===== src/rtl/picomips_sweep_driver.sv =====
`timescale 1ns/1ps
// picomips_sweep_driver
//
// Drives a picoMIPS core through an address sweep. For each address it
// presents the value on the SW data lines, pulses the SW handshake strobe,
// waits for the core to settle, then compares the LED result against a
// synchronous expected-value ROM within a signed tolerance. Optional
// continuous mode wraps the sweep forever. Abort returns to idle and keeps
// the counters.
//
// Ports:
//   clk, n_reset          clock (rising edge), asynchronous active-low reset
//   start                 one-cycle pulse, starts a sweep from IDLE or DONE
//   abort                 synchronous return to IDLE, counters retained
//   cont_mode             wrap from ADDR_HI back to ADDR_LO and keep going
//   sw_data, sw_strobe    stimulus value and handshake towards the core
//   dut_result            signed result from the core (LED lines)
//   exp_addr, exp_data    expected-value ROM address / signed data (1-cycle latency)
//   busy, done            status: sweeping / finished
//   vec_count, err_count  vectors checked / vectors failed, saturating
//   fail_seen             at least one failure since the last start
//   first_fail_addr       address of the first failure since the last start
module picomips_sweep_driver #(
    parameter int DATA_W        = 8,
    parameter int ADDR_LO       = 0,
    parameter int ADDR_HI       = 254,
    parameter int SETUP_CYCLES  = 10,
    parameter int HOLD_CYCLES   = 30,
    parameter int SETTLE_CYCLES = 5,
    parameter int TOL           = 0,
    parameter int CNT_W         = 16
) (
    input  logic                     clk,
    input  logic                     n_reset,
    input  logic                     start,
    input  logic                     abort,
    input  logic                     cont_mode,
    output logic [DATA_W-1:0]        sw_data,
    output logic                     sw_strobe,
    input  logic signed [DATA_W-1:0] dut_result,
    output logic [DATA_W-1:0]        exp_addr,
    input  logic signed [DATA_W-1:0] exp_data,
    output logic                     busy,
    output logic                     done,
    output logic [CNT_W-1:0]         vec_count,
    output logic [CNT_W-1:0]         err_count,
    output logic                     fail_seen,
    output logic [DATA_W-1:0]        first_fail_addr
);

    typedef enum logic [2:0] {IDLE, SETUP, STROBE, SETTLE, CHECK, DONE} state_t;

    localparam int TMR_MAX_SH = (SETUP_CYCLES > HOLD_CYCLES) ? SETUP_CYCLES : HOLD_CYCLES;
    localparam int TMR_MAX    = (TMR_MAX_SH > SETTLE_CYCLES) ? TMR_MAX_SH : SETTLE_CYCLES;
    localparam int TMR_W      = (TMR_MAX > 1) ? $clog2(TMR_MAX) : 1;

    localparam logic [TMR_W-1:0]  SETUP_LAST  = TMR_W'(SETUP_CYCLES - 1);
    localparam logic [TMR_W-1:0]  HOLD_LAST   = TMR_W'(HOLD_CYCLES - 1);
    localparam logic [TMR_W-1:0]  SETTLE_LAST = TMR_W'(SETTLE_CYCLES - 1);
    localparam logic [DATA_W-1:0] A_LO        = DATA_W'(ADDR_LO);
    localparam logic [DATA_W-1:0] A_HI        = DATA_W'(ADDR_HI);
    localparam logic [DATA_W:0]   TOL_V       = (DATA_W+1)'(TOL);

    // Both operands are widened by one bit so that e.g. 0x7F vs 0x80 gives
    // a magnitude of 255 rather than wrapping to 1.
    function automatic logic [DATA_W:0] abs_diff(input logic signed [DATA_W-1:0] a,
                                                 input logic signed [DATA_W-1:0] b);
        logic signed [DATA_W:0] d;
        d = {a[DATA_W-1], a} - {b[DATA_W-1], b};
        return d[DATA_W] ? -d : d;
    endfunction

    function automatic logic [CNT_W-1:0] sat_inc(input logic [CNT_W-1:0] c);
        return (&c) ? c : c + 1'b1;
    endfunction

    state_t              state, state_nxt;
    logic [TMR_W-1:0]    tmr, tmr_nxt;
    logic [DATA_W-1:0]   addr, addr_nxt;
    logic                clr, chk_en, cap;
    logic signed [DATA_W-1:0] res_p1, exp_p1;
    logic                fail_p1;

    always_comb begin
        state_nxt = state;
        tmr_nxt   = tmr + 1'b1;
        addr_nxt  = addr;
        clr       = 1'b0;
        chk_en    = 1'b0;
        cap       = 1'b0;
        case (state)
            IDLE, DONE: begin
                tmr_nxt = '0;
                if (start) begin
                    state_nxt = SETUP;
                    clr       = 1'b1;
                    addr_nxt  = A_LO;
                end
            end
            SETUP: begin
                if (tmr == SETUP_LAST) begin
                    state_nxt = STROBE;
                    tmr_nxt   = '0;
                end
            end
            STROBE: begin
                if (tmr == HOLD_LAST) begin
                    state_nxt = SETTLE;
                    tmr_nxt   = '0;
                end
            end
            SETTLE: begin
                if (tmr == SETTLE_LAST) begin
                    cap       = 1'b1;
                    state_nxt = CHECK;
                    tmr_nxt   = '0;
                end
            end
            CHECK: begin
                chk_en  = 1'b1;
                tmr_nxt = '0;
                if (addr < A_HI) begin
                    addr_nxt  = addr + 1'b1;
                    state_nxt = SETUP;
                end else if (cont_mode) begin
                    addr_nxt  = A_LO;
                    state_nxt = SETUP;
                end else begin
                    state_nxt = DONE;
                end
            end
            default: begin
                state_nxt = IDLE;
                tmr_nxt   = '0;
            end
        endcase
        // Abort overrides everything, including the update of an in-flight check.
        if (abort) begin
            state_nxt = IDLE;
            tmr_nxt   = '0;
            addr_nxt  = addr;
            clr       = 1'b0;
            chk_en    = 1'b0;
            cap       = 1'b0;
        end
    end

    // Stage p1: sample result and expected value at the end of settle
    always_ff @(posedge clk) begin
        if (cap) begin
            res_p1 <= dut_result;
            exp_p1 <= exp_data;
        end
    end

    assign fail_p1 = abs_diff(res_p1, exp_p1) > TOL_V;

    // Stage p2: control state, counters and registered status outputs
    always_ff @(posedge clk or negedge n_reset) begin
        if (!n_reset) begin
            state           <= IDLE;
            tmr             <= '0;
            addr            <= A_LO;
            sw_strobe       <= 1'b0;
            busy            <= 1'b0;
            done            <= 1'b0;
            vec_count       <= '0;
            err_count       <= '0;
            fail_seen       <= 1'b0;
            first_fail_addr <= '0;
        end else begin
            state     <= state_nxt;
            tmr       <= tmr_nxt;
            addr      <= addr_nxt;
            sw_strobe <= (state_nxt == STROBE);
            busy      <= (state_nxt != IDLE) && (state_nxt != DONE);
            done      <= (state_nxt == DONE);
            if (clr) begin
                vec_count       <= '0;
                err_count       <= '0;
                fail_seen       <= 1'b0;
                first_fail_addr <= '0;
            end else if (chk_en) begin
                vec_count <= sat_inc(vec_count);
                if (fail_p1) begin
                    err_count <= sat_inc(err_count);
                    if (!fail_seen) begin
                        fail_seen       <= 1'b1;
                        first_fail_addr <= addr;
                    end
                end
            end
        end
    end

    // addr only moves on entry to SETUP, so stimulus is frozen while strobing.
    assign sw_data  = addr;
    assign exp_addr = addr;

endmodule


===== config.mk =====
export PLATFORM = sky130hd
export DESIGN_NAME = picomips_sweep_driver
export DESIGN_NICKNAME = d
export VERILOG_FILES = /design/src/rtl/picomips_sweep_driver.sv
export SDC_FILE = /design/constraint.sdc
export NUM_CORES = 1
export LEC_CHECK = 0
export ABC_CLOCK_PERIOD_IN_PS = 3500
export CAP_MARGIN = 20
export CORE_UTILIZATION = 30
export CTS_CLUSTER_SIZE = 30
export DETAILED_ROUTE_END_ITERATION = 8
export PLACE_DENSITY = 0.63
export REMOVE_ABC_BUFFERS = 1
export SLEW_MARGIN = 20
export SYNTH_ARGS = -nofsm -noshare
export SYNTH_HDL_FRONTEND = slang
export SYNTH_SLANG_ARGS = --single-unit

===== constraint.sdc =====
create_clock -name clk -period 3.5 [get_ports clk]
set_clock_uncertainty 0.05 [all_clocks]
set_input_delay 0.7 -clock clk [delete_from_list [all_inputs] [get_ports clk]]
set_output_delay 0.7 -clock clk [all_outputs]
set_load 0.02 [all_outputs]

### Yosys cells after proc, flatten, opt, wreduce, memory -nomap -nowiden

Cells that the tools add are included.

| cells by class | value |
|---|---|
| $lt $le $gt $ge | 2 |
| bitwise operators | 1 |
| $add $sub $neg | 6 |
| equal/unequal tests | 16 |
| multiplexer cells | 40 |
| reductions and logical operators | 14 |

Operator list:

| kind | number |
|---|---|
| $mux W16 | 7 |
| $mux W8 | 7 |
| $add A16 B1 Y16 const B | 2 |
| $reduce_and A16 Y1 | 2 |
| $mux W3 | 7 |
| $mux W5 | 4 |
| $pmux W8 S2 | 1 |
| $pmux W3 S5 | 1 |
| $pmux W5 S3 | 1 |
| $mux W1 | 11 |
| $eq A3 B2 Y1 const B | 3 |
| $eq A3 B3 Y1 const B | 3 |
| $gt A9 B1 Y1 const B | 1 |
| $mux W9 | 1 |
| $neg A9 Y9 | 1 |
| $sub A8 B8 Y9 | 1 |
| $add A8 B1 Y8 const B | 1 |
| $lt A8 B8 Y1 const B | 1 |
| $ne A2 B2 Y1 const B | 3 |
| $ne A3 B3 Y1 const B | 2 |
| $reduce_and A3 Y1 | 2 |
| $reduce_bool A2 Y1 | 3 |
| $add A5 B1 Y5 const B | 1 |
| $eq A5 B3 Y1 const B | 1 |
| other kinds (11) | 12 |

| storage, ports and cells | value |
|---|---|
| bits of input ports | 21 |
| output and inout port bits | 60 |
| word-level logic and storage cells | 91 |
| register bits | 76 |

### Longest topological paths before layout

| depth | value |
|---|---|
| depth in word-level cells | 7 |
| gate-level depth with buffers | 16 |
| gate-level depth less buffers | 13 |

### Worst setup path after synthesis

OpenSTA, ideal clock, no wires.

| timing path | value |
|---|---|
| kind | flip-flop to flip-flop |
| start point | reg res_p1[0] |
| end point | reg err_count[11] |
| arrival time | 3.141 ns |
| clock period less this slack | 3.267 ns |
| path buffers | 2 |
| data required time | 3.374 ns |
| setup time | 0.076 ns |
| slack | 0.233 ns |
| cell stages (with the launch flop) | 16 |
| cells stage by stage | edfxtp_1 > inv_1 > ha_1 > inv_1 > fa_1 > a21o_1 > nand4_1 > nand4b_4 > xnor2_1 > o2111ai_1 > o31a_2 > and4_1 > buf_6 > buf_12 > or3_2 > a21oi_2 |

| on the way | value |
|---|---|
| word-level cells in the longest chain between the ends | 6 |

RTL lines:

| element | RTL line | text |
|---|---|---|
| start: declaration | 81 | `logic signed [DATA_W-1:0] res_p1, exp_p1;` |
| start signal: assignment | 151 | `res_p1 <= dut_result;` |
| $sub A8 B8 Y9 (*) | 69 | `d = {a[DATA_W-1], a} - {b[DATA_W-1], b};` |
| $neg A9 Y9 | 70 | `return d[DATA_W] ? -d : d;` |
| $mux W9 (*) | 70 |  |
| $gt A9 B1 Y1 (*) | 156 | `assign fail_p1 = abs_diff(res_p1, exp_p1) > TOL_V;` |
| $reduce_bool A2 Y1 (no source line) (*) | -- |  |
| $reduce_and A3 Y1 (no source line) (*) | -- |  |
| end signal: assignment | 186 | `err_count <= sat_inc(err_count);` |
| end: declaration | 46 | `output logic [CNT_W-1:0] err_count,` |

Mark *: on every way between the ends. The rest lies on a longest branch, timed or not.
A chain may end at the register's enable or synchronous reset.

### Final worst setup path

| timing path | value |
|---|---|
| start point | reg exp_p1[0] |
| end point | reg err_count[15] |

| on the way | value |
|---|---|
| word-level cells in the longest chain between the ends | 6 |

RTL lines:

| element | RTL line | text |
|---|---|---|
| start: declaration | 81 |  |
| start signal: assignment | 152 | `exp_p1 <= exp_data;` |
| $sub A8 B8 Y9 (*) | 69 |  |
| $neg A9 Y9 | 70 |  |
| $mux W9 (*) | 70 |  |
| $gt A9 B1 Y1 (*) | 156 |  |
| $reduce_bool A2 Y1 (no source line) (*) | -- |  |
| $reduce_and A3 Y1 (no source line) (*) | -- |  |

Marked as above.

==> flow_metrics.env <==
export IMPL_tightest_slew_ns=0.739
export IMPL_placed_cells=694
export IMPL_ys_types=73
export IMPL_final_common_cell="clkdlybuf4s50_1"
export IMPL_grt_pass1_vias=3528
export IMPL_antenna_found_initial=0
export IMPL_num_rows=43
export IMPL_insertion_delay_ns=0.33
export IMPL_end_kind="register"
export IMPL_hold_violations=0
export IMPL_critPathArrivalTime_ns=3.55
export IMPL_instances_no_fill=712
export IMPL_p_leak_nw=2.39
export IMPL_drcViolationCount=0
export IMPL_num_vias=3711
export IMPL_cts_max_path_buffers=2
export IMPL_synth_area_per_cell_um2=9.97
export IMPL_setup_viol=0
export IMPL_cp_required_ns=3.72
export IMPL_maxCapViolCount=0
export IMPL_n_antenna_cell=0
export IMPL_wl_mm=10.5
export IMPL_die_h_um=123
export IMPL_async_reset_ff_share_pct=78.9
export IMPL_grt_first_pass_wirelength_mm=16.9
export IMPL_hold_ws_ns=0.374
export IMPL_slew_viol_final=0
export IMPL_synthCells=438
export IMPL_synth_edff_count=16
export IMPL_syn_cell_area_um2=4370
export IMPL_max_stage_delay_ns=0.54
export IMPL_fin_crit_sh_pct=95.0
export IMPL_cts_root_buf="clkbuf_16"
export IMPL_globalplace_congestion=0.829
export IMPL_yosysWarnings=0
export IMPL_track_usage_pct=14.3
export IMPL_drt_iter0_markers=263
export IMPL_place_hpwl_mm=7.51
export IMPL_layout_nets=563
export IMPL_numClockSinks=76
export IMPL_start_kind="register"
export IMPL_yosysSeqAreaShare_pct=45.4
export IMPL_fmax_ghz=0.301
export IMPL_hp_class="in -> async"
export IMPL_viasPerCell=5.21
export IMPL_core_area_um2=14000
export IMPL_critPathTopFamily="simple AND/OR/NAND/NOR gates"
export IMPL_cts_htree_levels=3
export IMPL_cpMaxStageDelayCell="or4b_1"
export IMPL_initial_core_util_pct=31.1
export IMPL_dieArea_um2=15000
export IMPL_io_buffer_count=80
export IMPL_cp_max_fo=10
export IMPL_post_drt_wl_per_cell_um=14.7
export IMPL_path_class="reg -> reg"
export IMPL_first_pass_iters=4
export IMPL_peakVddDrop_v=0.000222
export IMPL_cellPowerDensity_nw_per_um2=384
export IMPL_timing_final_crit_period_ns=3.33
export IMPL_ys_seq_elements=76
export IMPL_die_x_um=123
export IMPL_clk_pin_slew_worst_paths_ns=0.06
export IMPL_synth_ff_type="dfrtp_1"
export IMPL_ys_top_cells_by_area="dfrtp_1 34%, edfxtp_1 11%, ha_1 4.0%, nor2_1 3.6%, xor2_1 3.2%"
export IMPL_max_slew_margin_pct=50.7
export IMPL_crit_path_cell_trace="ha_1 > inv_1 > fa_1 > a21o_1 > nand4_1 > nand4b_4 > buf_4 > a31oi_2 > or4b_1 > a21boi_1 > and4_4 > buf_4 > o21ai_0 > o21ba_1"
export IMPL_yosys_area_top_type="dfrtp_1"
export IMPL_numCtsBuffers=9
export IMPL_rsz0062_at_grt="no"
export IMPL_pin_count=81
export IMPL_crit_top_cell="buf_4"
export IMPL_grt_overflow=0
export IMPL_crit_buf_inv=3
export IMPL_grt_max_degree=33
export IMPL_final_cell_mix="79 x clkdlybuf4s50_1, 60 x dfrtp_1, 42 x nor2_1"
export IMPL_drive_above_1_share_pct=16.2
export IMPL_run_status="completed"
export IMPL_ant_nets=0
export IMPL_area_growth_syn_to_layout_pct=31.8
export IMPL_cts_tree="done"
export IMPL_power_mw=2.21
export IMPL_netlist_area_leader_share_pct=34.4
[per-layer routing]
layer | track usage [%] | up-vias | share of wire, %
li1 | - | 1783 | -
met4 | 5.79 | 0 | 1.5
met3 | 3.02 | 10 | 4.1
met5 | 0 | - | 0
met2 | 22.8 | 81 | 49
met1 | 18.8 | 1837 | 45
[timing repair]
item,4_1_cts,5_1_grt
setup endpoints to repair,14,20
pin swaps,0,2
hold buffers,0,0
buffers inserted,0,1
gates cloned,0,1
resized for setup,3,6
[power by group]
group / internal (mW) / total, mW / switching, mW
combinational: 0.104 / 0.222 / 0.118
sequential: 0.931 / 0.974 / 0.0426
clock: 0.647 / 1.01 / 0.368
total: 1.68 / 2.21 / 0.528
[synthesized netlist by cell type, drive strengths merged (2+ instances only)]
master	number
dfrtp	60
nor2	42
nand2	33
o21ai	29
nand3	27
a21oi	20
inv	19
xor2	18
nand4	17
edfxtp	16
buf	15
and3	14
ha	14
or3	12
clkbuf	10
a22o	9
o211ai	7
a31oi	6
or4	6
xnor2	6
and4	5
nor3	5
and2	4
nor2b	3
nor4	3
o31ai	3
a211oi	2
a31o	2
a32o	2
mux2i	2
nand2b	2
o31a	2
[kinds of logic (layout without fill, tap and decap cells)]
group / after synthesis / after routing / synth area share, %
adders and majority gates: 16 / 16 / 4.70
AOI/OAI and AO/OA: 97 / 97 / 16.2
xor gates and xnor gates: 24 / 24 / 5.16
buffers and inverters: 44 / 137 / 5.88
DFF: 76 / 76 / 45.4
and+or+nand+nor: 179 / 180 / 22.2
muxes: 2 / 2 / 0.459
[cell type report]
class                           instances  area (um^2)
Clock inverter                          5         82.6
Fill cell                            1338         8290
Clock buffer                           11          243
Timing Repair Buffer                  102          961
Sequential cell                        76         1980
Tap cell                              180          225
Inverter                               19         71.3
Multi-Input combinational cell        319         2190
[sequential cells by signal, indices dropped and copies added (netlist names)]
| signal | cells |
|---|---|
| exp_addr | 8 |
| err_count | 16 |
| busy | 1 |
| first_fail_addr | 8 |
| fail_seen | 1 |
| vec_count | 16 |
| done | 1 |
| state | 3 |
| exp_p1 | 8 |
| res_p1 | 8 |
| tmr | 5 |
| sw_strobe | 1 |
[worst paths after layout]
check / startpoint / endpoint / slack, ns / cells past startpoint
max: exp_p1[0] / err_count[15] / 0.17 / 14
min: n_reset / vec_count[11] / 0.37 / 1
max reg2reg: exp_p1[0] / err_count[15] / 0.17 / 14
min reg2reg: first_fail_addr[0] / first_fail_addr[0] / 0.45 / 1
max in group asynchronous: n_reset / state[1] / 2.16 / 2
min in group clk: first_fail_addr[0] / first_fail_addr[0] / 0.45 / 1
[stage by stage]
step | cell area, um^2 | worst slack [ns] | util, % | setup TNS [ns]
after floorplan | 4180 | 0.0134 | - | 0
after global placement | 5360 | 0.00511 | 38.2 | 0
after detailed placement | 5360 | -0.109 | 38.2 | -0.658
after CTS | 5700 | 0.0852 | 40.6 | 0
after global routing | 5750 | 0.00852 | 41.0 | 0
final | 5750 | 0.175 | 41.0 | 0
Note: power is estimated with default switching activity, not from simulation.
==> patch 1, RTL diff (same settings) <==
The output `done` loses its register stage (`done` becomes a continuous assignment).
--- a/src/rtl/picomips_sweep_driver.sv
+++ b/src/rtl/picomips_sweep_driver.sv
@@ -164,5 +164,4 @@
             sw_strobe       <= 1'b0;
             busy            <= 1'b0;
-            done            <= 1'b0;
             vec_count       <= '0;
             err_count       <= '0;
@@ -175,5 +174,4 @@
             sw_strobe <= (state_nxt == STROBE);
             busy      <= (state_nxt != IDLE) && (state_nxt != DONE);
-            done      <= (state_nxt == DONE);
             if (clr) begin
                 vec_count       <= '0;
@@ -194,4 +192,6 @@
     end
 
+    assign done = (state_nxt == DONE);
+
     // addr only moves on entry to SETUP, so stimulus is frozen while strobing.
     assign sw_data  = addr;
Check against the original RTL: same outputs for any inputs over 10 cycles, from zero or initial values and one cycle with n_reset low; that may be too few to reach the edited logic, so the function may still have changed.
==> patch 1 against the unedited design <==
- power is 3.1% lower
- design area is 1.1% lower
- worst setup slack worse by 0.095 ns
- wire length is 4.4% higher
- sequential cell count is 1 lower
- area after synthesis is 0.57% lower
- hold slack worse by 0.12 ns
- highest routed layer unchanged
==> patch 1: results (changes against the unedited design) <==
* Drt first pass iters at 5 (+1)
* Synth cell count leaders: dfrtp_1 (59), nor2_1 (42), nand2_1 (33)
* Final wirelength at 10,920 µm (+4.4%)
* Detail-routed via count per cell at 5.186 (-0.50%)
* Largest buffer count on any clock path at 2 (unchanged)
* Post-synth ARST share at 78.67% (-0.28 points)
* I/O Buffers at 80 (unchanged)
* Worst hold path type: in2async
* Number of enable flip-flop cells after synthesis at 16 (unchanged)
* Worst Tran Pin Value at 0.5137 ns (-0.2256 ns)
* Crit path largest cell delay at 0.62 ns (+0.08 ns)
* Status: complete, no violations
* CP delay by family, top: simple AND/OR/NAND/NOR gates
* Fill cells at 1,371 (+2.5%)
* TritonCTS Buffers at 9 (unchanged)
* Vias in the first global route at 3,558 (+0.85%)
* Peak VDD IR at 0.0002906 V (+31%)
* Dpl ws at 0.07205 ns (+0.1806 ns)
* First-pass GRT wire length at 17,500 µm (+3.6%)
* Leak pwr at 0.002345 µW (-1.7%)
* GPL Wtd Cong at 0.8573 (+3.5%)
* Synth warn at 0 (unchanged)
* GRT Total Usage at 14.99% (+0.66 points)
* Sequential area share after synthesis at 45.09% (-0.31 points)
* Post-DP HPWL at 7684 µm (+2.4%)
* H-Tree Depth at 3 (unchanged)
* Antenna cells at 0 (unchanged)
* Starting DRT DRC Count at 296 (+13%)
* Layout cells sized above 1 at 16.41% (+0.25 points)
* Clock Pin Slew Worst Setup and Hold Paths at 0.06 ns (about the same)
* Fin nets at 555 (-1.4%)
* Clock Latency Late Sink at 0.35 ns (+0.02 ns)
* Largest net degree at the start of global routing at 41 (+24%)
* Worst EP arrival at 3.66 ns (+0.11 ns)
* Critical Path Slowest Stage Cell: or4_2
* Clk root buf: clkbuf_16
* Initial antenna violation count at 0 (unchanged)
* CP max FO at 23 (+13)
* Largest regs: err_count: 16 flops, vec_count: 16 flops
* Ranking of synthesized cells by area: dfrtp_1 (34%), edfxtp_1 (11%), ha_1 (4.0%)
* Synth cell types at 73 (unchanged)
-- patch 1: cell count changes in the layout (fill, tap and decap cells not counted), sizes merged --
cell           delta
clkdlybuf4s50     -1
buf               -6
bufinv            -1
clkinv            -1
clkbuf            -2
inv               +3
clkinvlp          +1
dfrtp             -1
dlymetal6s2s      +1
and4              -1
-- patch 1: where the power goes --
group | switching [µW] | leakage, µW | total [µW] | internal, µW
clock | 392 | 0.000149 | 956 | 563
combinational | 125 | 0.00124 | 229 | 104
sequential | 38.5 | 0.000956 | 958 | 920
total | 555 | 0.00235 | 2140 | 1590
-- patch 1: cells by family (layout without fill, tap and decap cells) --
| group | Yosys count | count (layout) | synth area share [%] |
|---|---|---|---|
| simple gates | 179 | 179 | 22.37 |
| compound gates | 97 | 97 | 16.26 |
| flops | 75 | 75 | 45.09 |
| buf+inv | 44 | 131 | 5.909 |
| xor+xnor | 24 | 24 | 5.189 |
| fa+ha+maj | 16 | 16 | 4.728 |
| mux | 2 | 2 | 0.4612 |
-- patch 1: cell type report --
type / instances / area [µm²] / share of cell area, %
clock inverter: 7 / 81.33 / 1.430
sequential: 75 / 1957 / 34.40
multi-input combinational: 318 / 2198 / 38.64
inverter: 19 / 71.32 / 1.254
timing repair buffer: 96 / 930.9 / 16.36
tap: 180 / 225.2 / 3.959
clock buffer: 9 / 225.2 / 3.959
-- patch 1: stage by stage --
step	TNS (ns)	cells	hold WS [ns]	instance area [µm²]
floorplan	0	412	0.3544	4155
global placement	0	683	0.4485	5276
detailed placement	0	683	0.4418	5276
CTS	0	699	0.2671	5583
global route	-0.2229	704	0.2840	5689
finish	0	704	0.2584	5689
-- patch 1: routing by layer --
layer	track usage [%]	vias up	routed length, µm	part of all wire [%]
met5	0	-	0	0
met4	4.573	0	84	0.77
met3	3.764	8	529	4.8
met2	25.35	91	5397	49
met1	18.69	1788	4909	45
li1	-	1764	-	-
-- patch 1: final timing paths --
path	from	end	slack [ns]	cells after the start
max	res_p1[0]$_DFFE_PP_	err_count[3]$_DFFE_PN0P_	0.08	14
min	n_reset	sw_strobe$_DFF_PN0_	0.26	1
max reg2reg	res_p1[0]$_DFFE_PP_	err_count[3]$_DFFE_PN0P_	0.08	14
min reg2reg	first_fail_addr[6]$_DFFE_PN0P_	first_fail_addr[6]$_DFFE_PN0P_	0.45	1
max in group asynchronous	n_reset	vec_count[2]$_DFFE_PN0P_	2.23	2
min in group clk	first_fail_addr[6]$_DFFE_PN0P_	first_fail_addr[6]$_DFFE_PN0P_	0.45	1
-- patch 1: timing repair --
item                                    in CTS  in global routing
setup buffers                                0                  5
resized for setup                            0                 14
endpoints found under the setup margin       0                 22
==> patch 2, RTL diff (config.mk and constraints unchanged) <==
Without the edit above. `CNT_W`: 16 -> 18.
--- a/src/rtl/picomips_sweep_driver.sv
+++ b/src/rtl/picomips_sweep_driver.sv
@@ -29,5 +29,5 @@
     parameter int SETTLE_CYCLES = 5,
     parameter int TOL           = 0,
-    parameter int CNT_W         = 16
+    parameter int CNT_W         = 18
 ) (
     input  logic                     clk,
Interface: changed (resized err_count and vec_count); port bits go from 81 to 85. No check against the original RTL was run, so the function may have changed too.
==> patch 2 against the unedited design <==
- utilization is 1.1 points lower
- area after synthesis is 2.4% higher
- combinational power is 30% higher
- cell count is 5.3% higher
- maximum frequency is 11% higher
- sequential cell count is 4 higher
- power is 1.6% higher
- worst setup slack better by 0.32 ns
- wire length is 7.0% higher
- design area is 0.63% higher
- synthesized cell count is 8.9% higher
==> patch 2: results (changes against the unedited design) <==
* Status: complete, no violations
* Peak VDD IR at 0.0001819 V (-18%)
* CP delay by family, top: compound AO/OA/AOI/OAI gates
* Starting DRT DRC Count at 278 (+5.7%)
* Largest net degree at the start of global routing at 65 (+97%)
* Routed wire per std cell at 14.93 µm (+1.6%)
* Vias in the first global route at 3,786 (+7.3%)
* CTS resizes at 0 (-3)
* Fin nets at 598 (+6.2%)
* Synth Area in XOR/XNOR at 4.507% (-0.65 points)
* I/O Buffers at 84 (+5.0%)
* Worst hold path type: reg2reg
* Largest regs: err_count: 18 flops, vec_count: 18 flops
* Mux contribution to synthesized area at 0.6999% (+0.24 points)
* Rel. slew slack at 44.15% (-6.6 points)
* Met3 routed WL at 569 µm (+32%)
* GRT Total Usage at 15.61% (+1.3 points)
* Internal power at 1672 µW (-0.58%)
* Post-Synth Adder-Cell Area at 4.367% (-0.33 points)
* Post-DP HPWL at 8053 µm (+7.3%)
* Crit path largest cell delay at 0.56 ns (+0.02 ns)
* CP max FO at 17 (+7)
* Synth cell count leaders: dfrtp_1 (64), nor2_1 (44), nand2_1 (39)
* Layout cells sized above 1 at 7.597% (-8.6 points)
* Ranking of synthesized cells by area: dfrtp_1 (36%), edfxtp_1 (11%), ha_1 (3.9%)
* First-pass GRT wire length at 18,530 µm (+9.7%)
* Worst R2R Setup Slack at 0.49 ns (+0.32 ns)
* Sequential area share after synthesis at 46.58% (+1.2 points)
* Synth cell types at 63 (-14%)
* Compound-Gate Fraction of Synth Area at 15.23% (-0.94 points)
* M1 wire length at 5099 µm (+7.6%)
* Critical Path Slowest Stage Cell: or4_4
* Vias at 3,892 (+4.9%)
* DR top layer: met4
* GPL Wtd Cong at 0.8205 (-0.98%)
* Leak pwr at 0.002258 µW (-5.4%)
* WL met2 at 5378 µm (+4.8%)
* Post-synth ARST share at 80.00% (+1.1 points)
* Worst EP arrival at 3.22 ns (-0.33 ns)
## patch 2: final timing paths
kind | cells after the start | endpoint | startpoint
setup reg to reg | 10 | err_count[10]$_DFFE_PN0P_ | res_p1[0]$_DFFE_PP_
hold / removal | 1 | tmr[0]$_DFF_PN0_ | tmr[0]$_DFF_PN0_
setup / recovery | 10 | err_count[10]$_DFFE_PN0P_ | res_p1[0]$_DFFE_PP_
hold reg to reg | 1 | tmr[0]$_DFF_PN0_ | tmr[0]$_DFF_PN0_
min in group asynchronous | 2 | tmr[2]$_DFF_PN0_ | n_reset
max in group asynchronous | 2 | err_count[13]$_DFFE_PN0P_ | n_reset
## patch 2: area by class of cell
| cell class | instances | area (µm²) |
|---|---|---|
| inverters | 23 | 86.33 |
| well taps | 184 | 230.2 |
| clock buffers | 12 | 246.5 |
| clock inverters | 3 | 42.54 |
| fillers | 1481 | 8743 |
| repair buffers | 97 | 933.4 |
| multi-input cells | 351 | 2170 |
| flip-flops and latches | 80 | 2082 |
## patch 2: stage by stage
stage | setup slack (ns) | instance area [µm²] | total power, µW | hold slack, ns | std cells
global route | 0.2594 | 5791 | 2354 | 0.5013 | 750
finish | 0.4945 | 5791 | 2246 | 0.4765 | 750
global placement | 0.4081 | 5502 | 1332 | 0.4465 | 735
detailed placement | 0.3264 | 5502 | 1339 | 0.4696 | 735
floorplan | 0.3173 | 4332 | 1183 | 0.3544 | 454
CTS | 0.4858 | 5791 | 2274 | 0.4780 | 750
## patch 2: power groups by stage
stage / Combinational, µW / Clock, µW / Sequential [µW]
finish: 288 / 926 / 1030
global route: 321 / 996 / 1040
CTS: 291 / 951 / 1030
detailed placement: 290 / 0 / 1050
global placement: 286 / 0 / 1050
floorplan: 110 / 0 / 1070
## patch 2: worst reg2reg max path, stage by stage (launching register included)
cell and delay [ns]:
edfxtp_1 0.36, inv_1 0.06, ha_1 0.17, inv_1 0.06, fa_1 0.39, xnor2_1 0.23
nand4_1 0.13, or4_4 0.56, o31a_1 0.51, a31o_2 0.29, a21oi_1 0.11
## patch 2: kinds of logic after synthesis
kind of cell	after synthesis
compound gates	107
flops	80
xor+xnor	23
simple gates	203
buf+inv	46
mux	3
fa+ha+maj	15
## patch 2: metal layers
metal,up-vias,global-route usage [%]
met5,-,0
li1,1906,-
met1,1872,20.74
met2,103,25.55
met3,11,2.381
met4,0,5.804
